--- src/rtl/speed_governor.sv ---
// -----------------------------------------------------------------------------
// speed_governor
//
// Throttle regulation stage that sits after the overspeed detector. It keeps a
// saturating throttle duty setpoint, ramps it up while the driver asks for
// acceleration, steps it down while sustained overspeed persists, and then
// holds it for a settle window. The setpoint drives an internal PWM generator.
//
// Ports:
//   clk        system clock, rising edge
//   clr_bar    synchronous active-low reset
//   overspeed  sustained-overspeed flag from the detector stage
//   accel_req  driver accelerate request (level)
//   brake      driver brake (level), highest priority
//   duty       current throttle setpoint, registered
//   pwm_out    throttle PWM, registered, one cycle behind duty
//   limiting   high while in DECEL or HOLD
//   state      IDLE=00, ACCEL=01, DECEL=10, HOLD=11
//
// Build option:
//   SPEED_GOV_SOFT_BRAKE_EN  when defined, brake ramps duty down by DEC_STEP
//                            per step tick instead of zeroing it at once.
// -----------------------------------------------------------------------------
module speed_governor #(
    parameter int DUTY_W   = 8,
    parameter int MAX_DUTY = 200,
    parameter int STEP_DIV = 16,
    parameter int INC_STEP = 1,
    parameter int DEC_STEP = 8,
    parameter int HOLD_CYC = 32
) (
    input  logic              clk,
    input  logic              clr_bar,
    input  logic              overspeed,
    input  logic              accel_req,
    input  logic              brake,
    output logic [DUTY_W-1:0] duty,
    output logic              pwm_out,
    output logic              limiting,
    output logic [1:0]        state
);

    typedef enum logic [1:0] {
        IDLE  = 2'b00,
        ACCEL = 2'b01,
        DECEL = 2'b10,
        HOLD  = 2'b11
    } state_t;

    localparam int GW     = DUTY_W + 1;  // duty width plus one guard bit
    localparam int STEP_W = (STEP_DIV > 1) ? $clog2(STEP_DIV) : 1;
    localparam int HOLD_W = (HOLD_CYC > 1) ? $clog2(HOLD_CYC) : 1;

    localparam logic [STEP_W-1:0] STEP_LAST = STEP_W'(STEP_DIV - 1);
    localparam logic [HOLD_W-1:0] HOLD_LOAD = HOLD_W'(HOLD_CYC - 1);
    localparam logic [DUTY_W-1:0] MAX_D     = DUTY_W'(MAX_DUTY);

    state_t            state_q, state_d;
    logic [DUTY_W-1:0] duty_q, duty_d;
    logic [HOLD_W-1:0] hold_q, hold_d;
    logic              limiting_q;
    logic [STEP_W-1:0] step_cnt;
    logic [DUTY_W-1:0] pwm_cnt;
    logic              step_tick;

    // -------------------------------------------------------------------------
    // Step-tick divider: free-running, deliberately not tied to FSM state so
    // the step cadence is the same no matter when a state was entered.
    // -------------------------------------------------------------------------
    assign step_tick = (step_cnt == STEP_LAST);

    always_ff @(posedge clk) begin
        // NOTE: sequential state uses non-blocking assignments so every
        // register samples pre-edge values; blocking here would create
        // order-dependent races between always_ff blocks.
        if (!clr_bar) begin
            step_cnt <= '0;
        end else if (step_tick) begin
            step_cnt <= '0;
        end else begin
            step_cnt <= step_cnt + STEP_W'(1);
        end
    end

    // -------------------------------------------------------------------------
    // Saturating duty arithmetic. The guard bit catches both overflow past
    // MAX_DUTY and borrow below zero.
    // -------------------------------------------------------------------------
    logic [GW-1:0]     duty_inc, duty_dec;
    logic [DUTY_W-1:0] duty_up, duty_down;

    assign duty_inc  = {1'b0, duty_q} + GW'(INC_STEP);
    assign duty_dec  = {1'b0, duty_q} - GW'(DEC_STEP);
    assign duty_up   = (duty_inc > {1'b0, MAX_D}) ? MAX_D : duty_inc[DUTY_W-1:0];
    assign duty_down = duty_dec[DUTY_W] ? '0 : duty_dec[DUTY_W-1:0];

    // -------------------------------------------------------------------------
    // Next-state / next-duty logic. Duty updates follow the current state, so
    // a step tick on the edge that leaves ACCEL or DECEL still takes effect.
    // -------------------------------------------------------------------------
    always_comb begin
        // NOTE: every output of this block gets a default first; a path that
        // left one unassigned would infer a latch.
        state_d = state_q;
        duty_d  = duty_q;
        hold_d  = hold_q;

        if (brake) begin
            state_d = IDLE;
            hold_d  = '0;
`ifdef SPEED_GOV_SOFT_BRAKE_EN
            if (step_tick) begin
                duty_d = duty_down;
            end
`else
            duty_d  = '0;
`endif
        end else begin
            case (state_q)
                IDLE: begin
                    if (overspeed) begin
                        state_d = DECEL;
                    end else if (accel_req) begin
                        state_d = ACCEL;
                    end
                end
                ACCEL: begin
                    if (step_tick) begin
                        duty_d = duty_up;
                    end
                    if (overspeed) begin
                        state_d = DECEL;
                    end else if (!accel_req) begin
                        state_d = IDLE;
                    end
                end
                DECEL: begin
                    if (step_tick) begin
                        duty_d = duty_down;
                    end
                    if (!overspeed) begin
                        state_d = HOLD;
                        hold_d  = HOLD_LOAD;
                    end
                end
                HOLD: begin
                    // Overspeed wins over expiry, so re-assertion on the
                    // final hold cycle goes back to DECEL.
                    if (overspeed) begin
                        state_d = DECEL;
                    end else if (hold_q == '0) begin
                        state_d = IDLE;
                    end else begin
                        hold_d = hold_q - HOLD_W'(1);
                    end
                end
                default: begin
                    state_d = IDLE;
                end
            endcase
        end
    end

    always_ff @(posedge clk) begin
        if (!clr_bar) begin
            state_q    <= IDLE;
            duty_q     <= '0;
            hold_q     <= '0;
            limiting_q <= 1'b0;
        end else begin
            state_q    <= state_d;
            duty_q     <= duty_d;
            hold_q     <= hold_d;
            limiting_q <= (state_d == DECEL) || (state_d == HOLD);
        end
    end

    // -------------------------------------------------------------------------
    // PWM generator. Compares against the registered duty, which gives the
    // one-cycle lag from duty to pwm_out.
    // -------------------------------------------------------------------------
    always_ff @(posedge clk) begin
        if (!clr_bar) begin
            pwm_cnt <= '0;
            pwm_out <= 1'b0;
        end else begin
            pwm_cnt <= pwm_cnt + DUTY_W'(1);
            pwm_out <= (pwm_cnt < duty_q);
        end
    end

    assign duty     = duty_q;
    assign state    = state_q;
    assign limiting = limiting_q;

endmodule

--- config.mk ---
export PLATFORM = sky130hd
export DESIGN_NAME = speed_governor
export DESIGN_NICKNAME = d
export VERILOG_FILES = /design/src/rtl/speed_governor.sv
export SDC_FILE = /design/constraint.sdc
export NUM_CORES = 1
export LEC_CHECK = 0
export ABC_AREA = 0
export BUFFER_PORTS_ARGS = -buffer_cell sky130_fd_sc_hd__buf_2
export CAP_MARGIN = 10
export CELL_PAD_IN_SITES_DETAIL_PLACEMENT = 0
export CELL_PAD_IN_SITES_GLOBAL_PLACEMENT = 1
export CORE_AREA = 3 3 94 51
export DETAILED_ROUTE_END_ITERATION = 10
export DIE_AREA = 0 0 97 54
export PLACE_DENSITY_LB_ADDON = 0.2
export SYNTH_ARGS = -nofsm -noshare
export SYNTH_HDL_FRONTEND = slang
export SYNTH_SLANG_ARGS = --single-unit
--- constraint.sdc ---
create_clock -name clk -period 2.1 [get_ports clk]
set_input_delay 0.21 -clock clk [delete_from_list [all_inputs] [get_ports clk]]
set_output_delay 0.21 -clock clk [all_outputs]
set_load 0.1 [all_outputs]
==> metrics.txt <==
outcome=finished clean; WL/cell=13.6 um; yosys synthesis warning count=0; VDD IR max=0.364 mV; total track usage=15.9%; initial antenna violation count=0; CP peak stage delay=0.39 ns; total negative slack=0 ns; vias=1,456; Finished Layout Cells=274; DRT antenna net count=0; worst r2r path cells=6; Post-synth EDFFs=0; Layout Cell Area excl Fill=1990 um2; Starting Density=44.9%; critical path's slowest cell=dfxtp_4; crit-path leading delay family=compound AO/OA/AOI/OAI gates; CTS Sinks=29; Via density=5.31; CTS hold repair buffers=0; Die Wd=97 um; io pins=17; drt drc=0; Seq/Total Area, Yosys=32.8%; r2r setup slk=0.29 ns; Die ar.=5240 um2; wirelength, routed=3730 um; Hold Slack=0.136 ns; cell area after synthesis=1770 um2; synth unique cells=49; Hold Path Sink=state[0]$_SDFF_PN0_; Buffers & Inverters on Critical Path=0; FF+latch count, synth=29; GP Congestion=0.795; worst min-delay path startpoint=overspeed; Clk Latency, worst-skew pair=0.28 ns; main area contributors after synthesis=dfxtp_1 33%, ha_1 11%, a21oi_1 4.2%; Yosys top cell by area=dfxtp_1; crit end category=flop; skew final=0.00730 ns; Leak=0.766 nW; FP Rows=16; Post-Syn Area per Cell=8.81 um2; max cap viols=0; Rel. slew slack=67.3%; Port Buf Inserts=16; CTS resizes=0; Final Hold Viols=0; Async SR Flop Fraction=0%; Core Footprint=3940 um2; fin nets=240; clk slew on worst S/H paths=0.06 ns; Cells after Synth=201; FMAX=0.554 GHz; Initial DRC Count=65; Setup crit start kind=flop; most instantiated library cell after synthesis=dfxtp_1; ant diodes=0; Yosys top cell area share=32.8%; die height=54 um; fin crit share=86.0%; share of layout cells above drive strength 1=20.9%; largest fanout on the critical path=9; largest net degree at the start of global routing=12; worst-margin pin slew=0.493 ns; Synth-to-Final Area Change=12.1%; Setup Buffers After CTS=0; most frequent cells after synthesis=29 x dfxtp_1, 16 x nor2_1, 15 x a21oi_1, 15 x ha_1, 14 x inv_1; first-pass GRT wire length=6580 um; TritonCTS clock tree=built; Crit path arrival time=1.95 ns; Final Critical Period=1.81 ns; worst hold path cell count=2; HPWL after DPL=2830 um; cts bufs inserted=5; # setup viols final=0; worst-path cell chain=ha_1 -> and4_2 -> nand2_4 -> xnor2_1 -> a311oi_2 -> o31ai_2; Max Transition Viols Final=0; Reg-to-Reg Start=duty[0]$_SDFFE_PP0P_; Crit path required time=2.25 ns; critical path class=flop to flop; Inst Count DP=267; Final Power=0.00115 W; Post-Syn Nets=221; Post-Place Cell Area=1900 um2; clock buffer depth=2; RSZ-0062 raised after global routing=no; CTS Root Cell=clkbuf_8; PwrDens=580 nW/um2; reg-to-reg endpoint=duty[2]$_SDFFE_PP0P_; iteration count of the initial detailed-routing pass=4; class of the worst hold path=input port to flop; number of global-route vias before repair=1,372; ys flop type=dfxtp_1; H-tree depth=2; gr ovfl total=0
-- worst max path at each step --
stage | cells after the start | from | to | slack [ns]
floorplan | 6 | duty[7]$_SDFFE_PP0P_ | duty[5]$_SDFFE_PP0P_ | 0.07
global placement | 6 | duty[0]$_SDFFE_PP0P_ | duty[2]$_SDFFE_PP0P_ | 0.35
detailed placement | 6 | duty[0]$_SDFFE_PP0P_ | duty[0]$_SDFFE_PP0P_ | 0.30
CTS | 6 | duty[0]$_SDFFE_PP0P_ | duty[0]$_SDFFE_PP0P_ | 0.29
global route | 6 | step_cnt[0]$_SDFF_PP0_ | duty[0]$_SDFFE_PP0P_ | 0.09
finish | 6 | duty[0]$_SDFFE_PP0P_ | duty[2]$_SDFFE_PP0P_ | 0.29
-- stage by stage --
stage,setup WS (ns),util (%)
6_report,0.294,50.3
5_1_grt,0.0857,50.3
4_1_cts,0.288,50.3
3_5_place_dp,0.297,48.2
3_3_place_gp,0.349,48.2
2_1_floorplan,0.0717,-
-- state kept, by name, summed over array words and instances, names as in the netlist --
name,count
step_cnt,4
pwm_out,1
limiting,1
state,2
duty,8
hold_q,5
pwm_cnt,8
-- cell usage in the layout (no fill, tap or decap), drive strengths merged, types with 2 or more instances in the layout --
master   Yosys  routed
nor3b        2       2
clkbuf       4       7
ha          15      15
a31oi        2       2
nor3         4       4
nand4b       2       2
or2b         2       2
a211oi       2       2
dfxtp       29      29
inv         14      14
buf          3      19
or3          2       2
a21oi       16      16
nor2        16      16
nand3       11      11
o31ai        5       5
o2111ai      2       2
nand2       10      10
o21a         2       2
o21ai       10      10
nand2b       5       5
a211o        2       2
xor2         7       7
xnor2        8       8
a311oi       3       3
and3         7       7
and2         3       3
-- where the power goes --
| part | switching [W] | leakage, nW | internal, W |
|---|---|---|---|
| clock network | 0.000203 | 0.0443 | 0.000259 |
| registers | 0.0000153 | 0.241 | 0.000565 |
| logic | 0.0000729 | 0.481 | 0.0000368 |
| total | 0.000291 | 0.766 | 0.000861 |
-- logic make-up after synthesis --
family | after synthesis | share of synthesized area (%)
AND/OR/NAND/NOR | 68 | 21.4
AO/OA/AOI/OAI | 53 | 21.5
flip-flops | 29 | 32.8
buffers and inverters | 21 | 6.29
XOR/XNOR | 15 | 7.42
adder cells (fa/ha/maj) | 15 | 10.6
-- routing by layer --
| layer | vias up | share of wire (%) | track usage (%) |
|---|---|---|---|
| met2 | 19 | 41 | 25.3 |
| met4 | 0 | 0.51 | 3.50 |
| met1 | 680 | 54 | 21.5 |
| met5 | - | 0 | 0 |
| met3 | 2 | 4.6 | 4.66 |
| li1 | 755 | - | - |
-- worst reg2reg max path: stages (launching register included) --
cell	delay, ns
dfxtp_4	0.39
ha_1	0.27
and4_2	0.31
nand2_4	0.08
xnor2_1	0.14
a311oi_2	0.38
o31ai_2	0.12
-- cell type report --
class	count	area [um2]
Fill cell	386	1960
Timing Repair Buffer	19	103
Multi-Input combinational cell	151	1080
Inverter	14	52.6
Sequential cell	29	597
Tap cell	54	67.6
Clock buffer	7	86.3
Power figures use the tool's default switching activity.
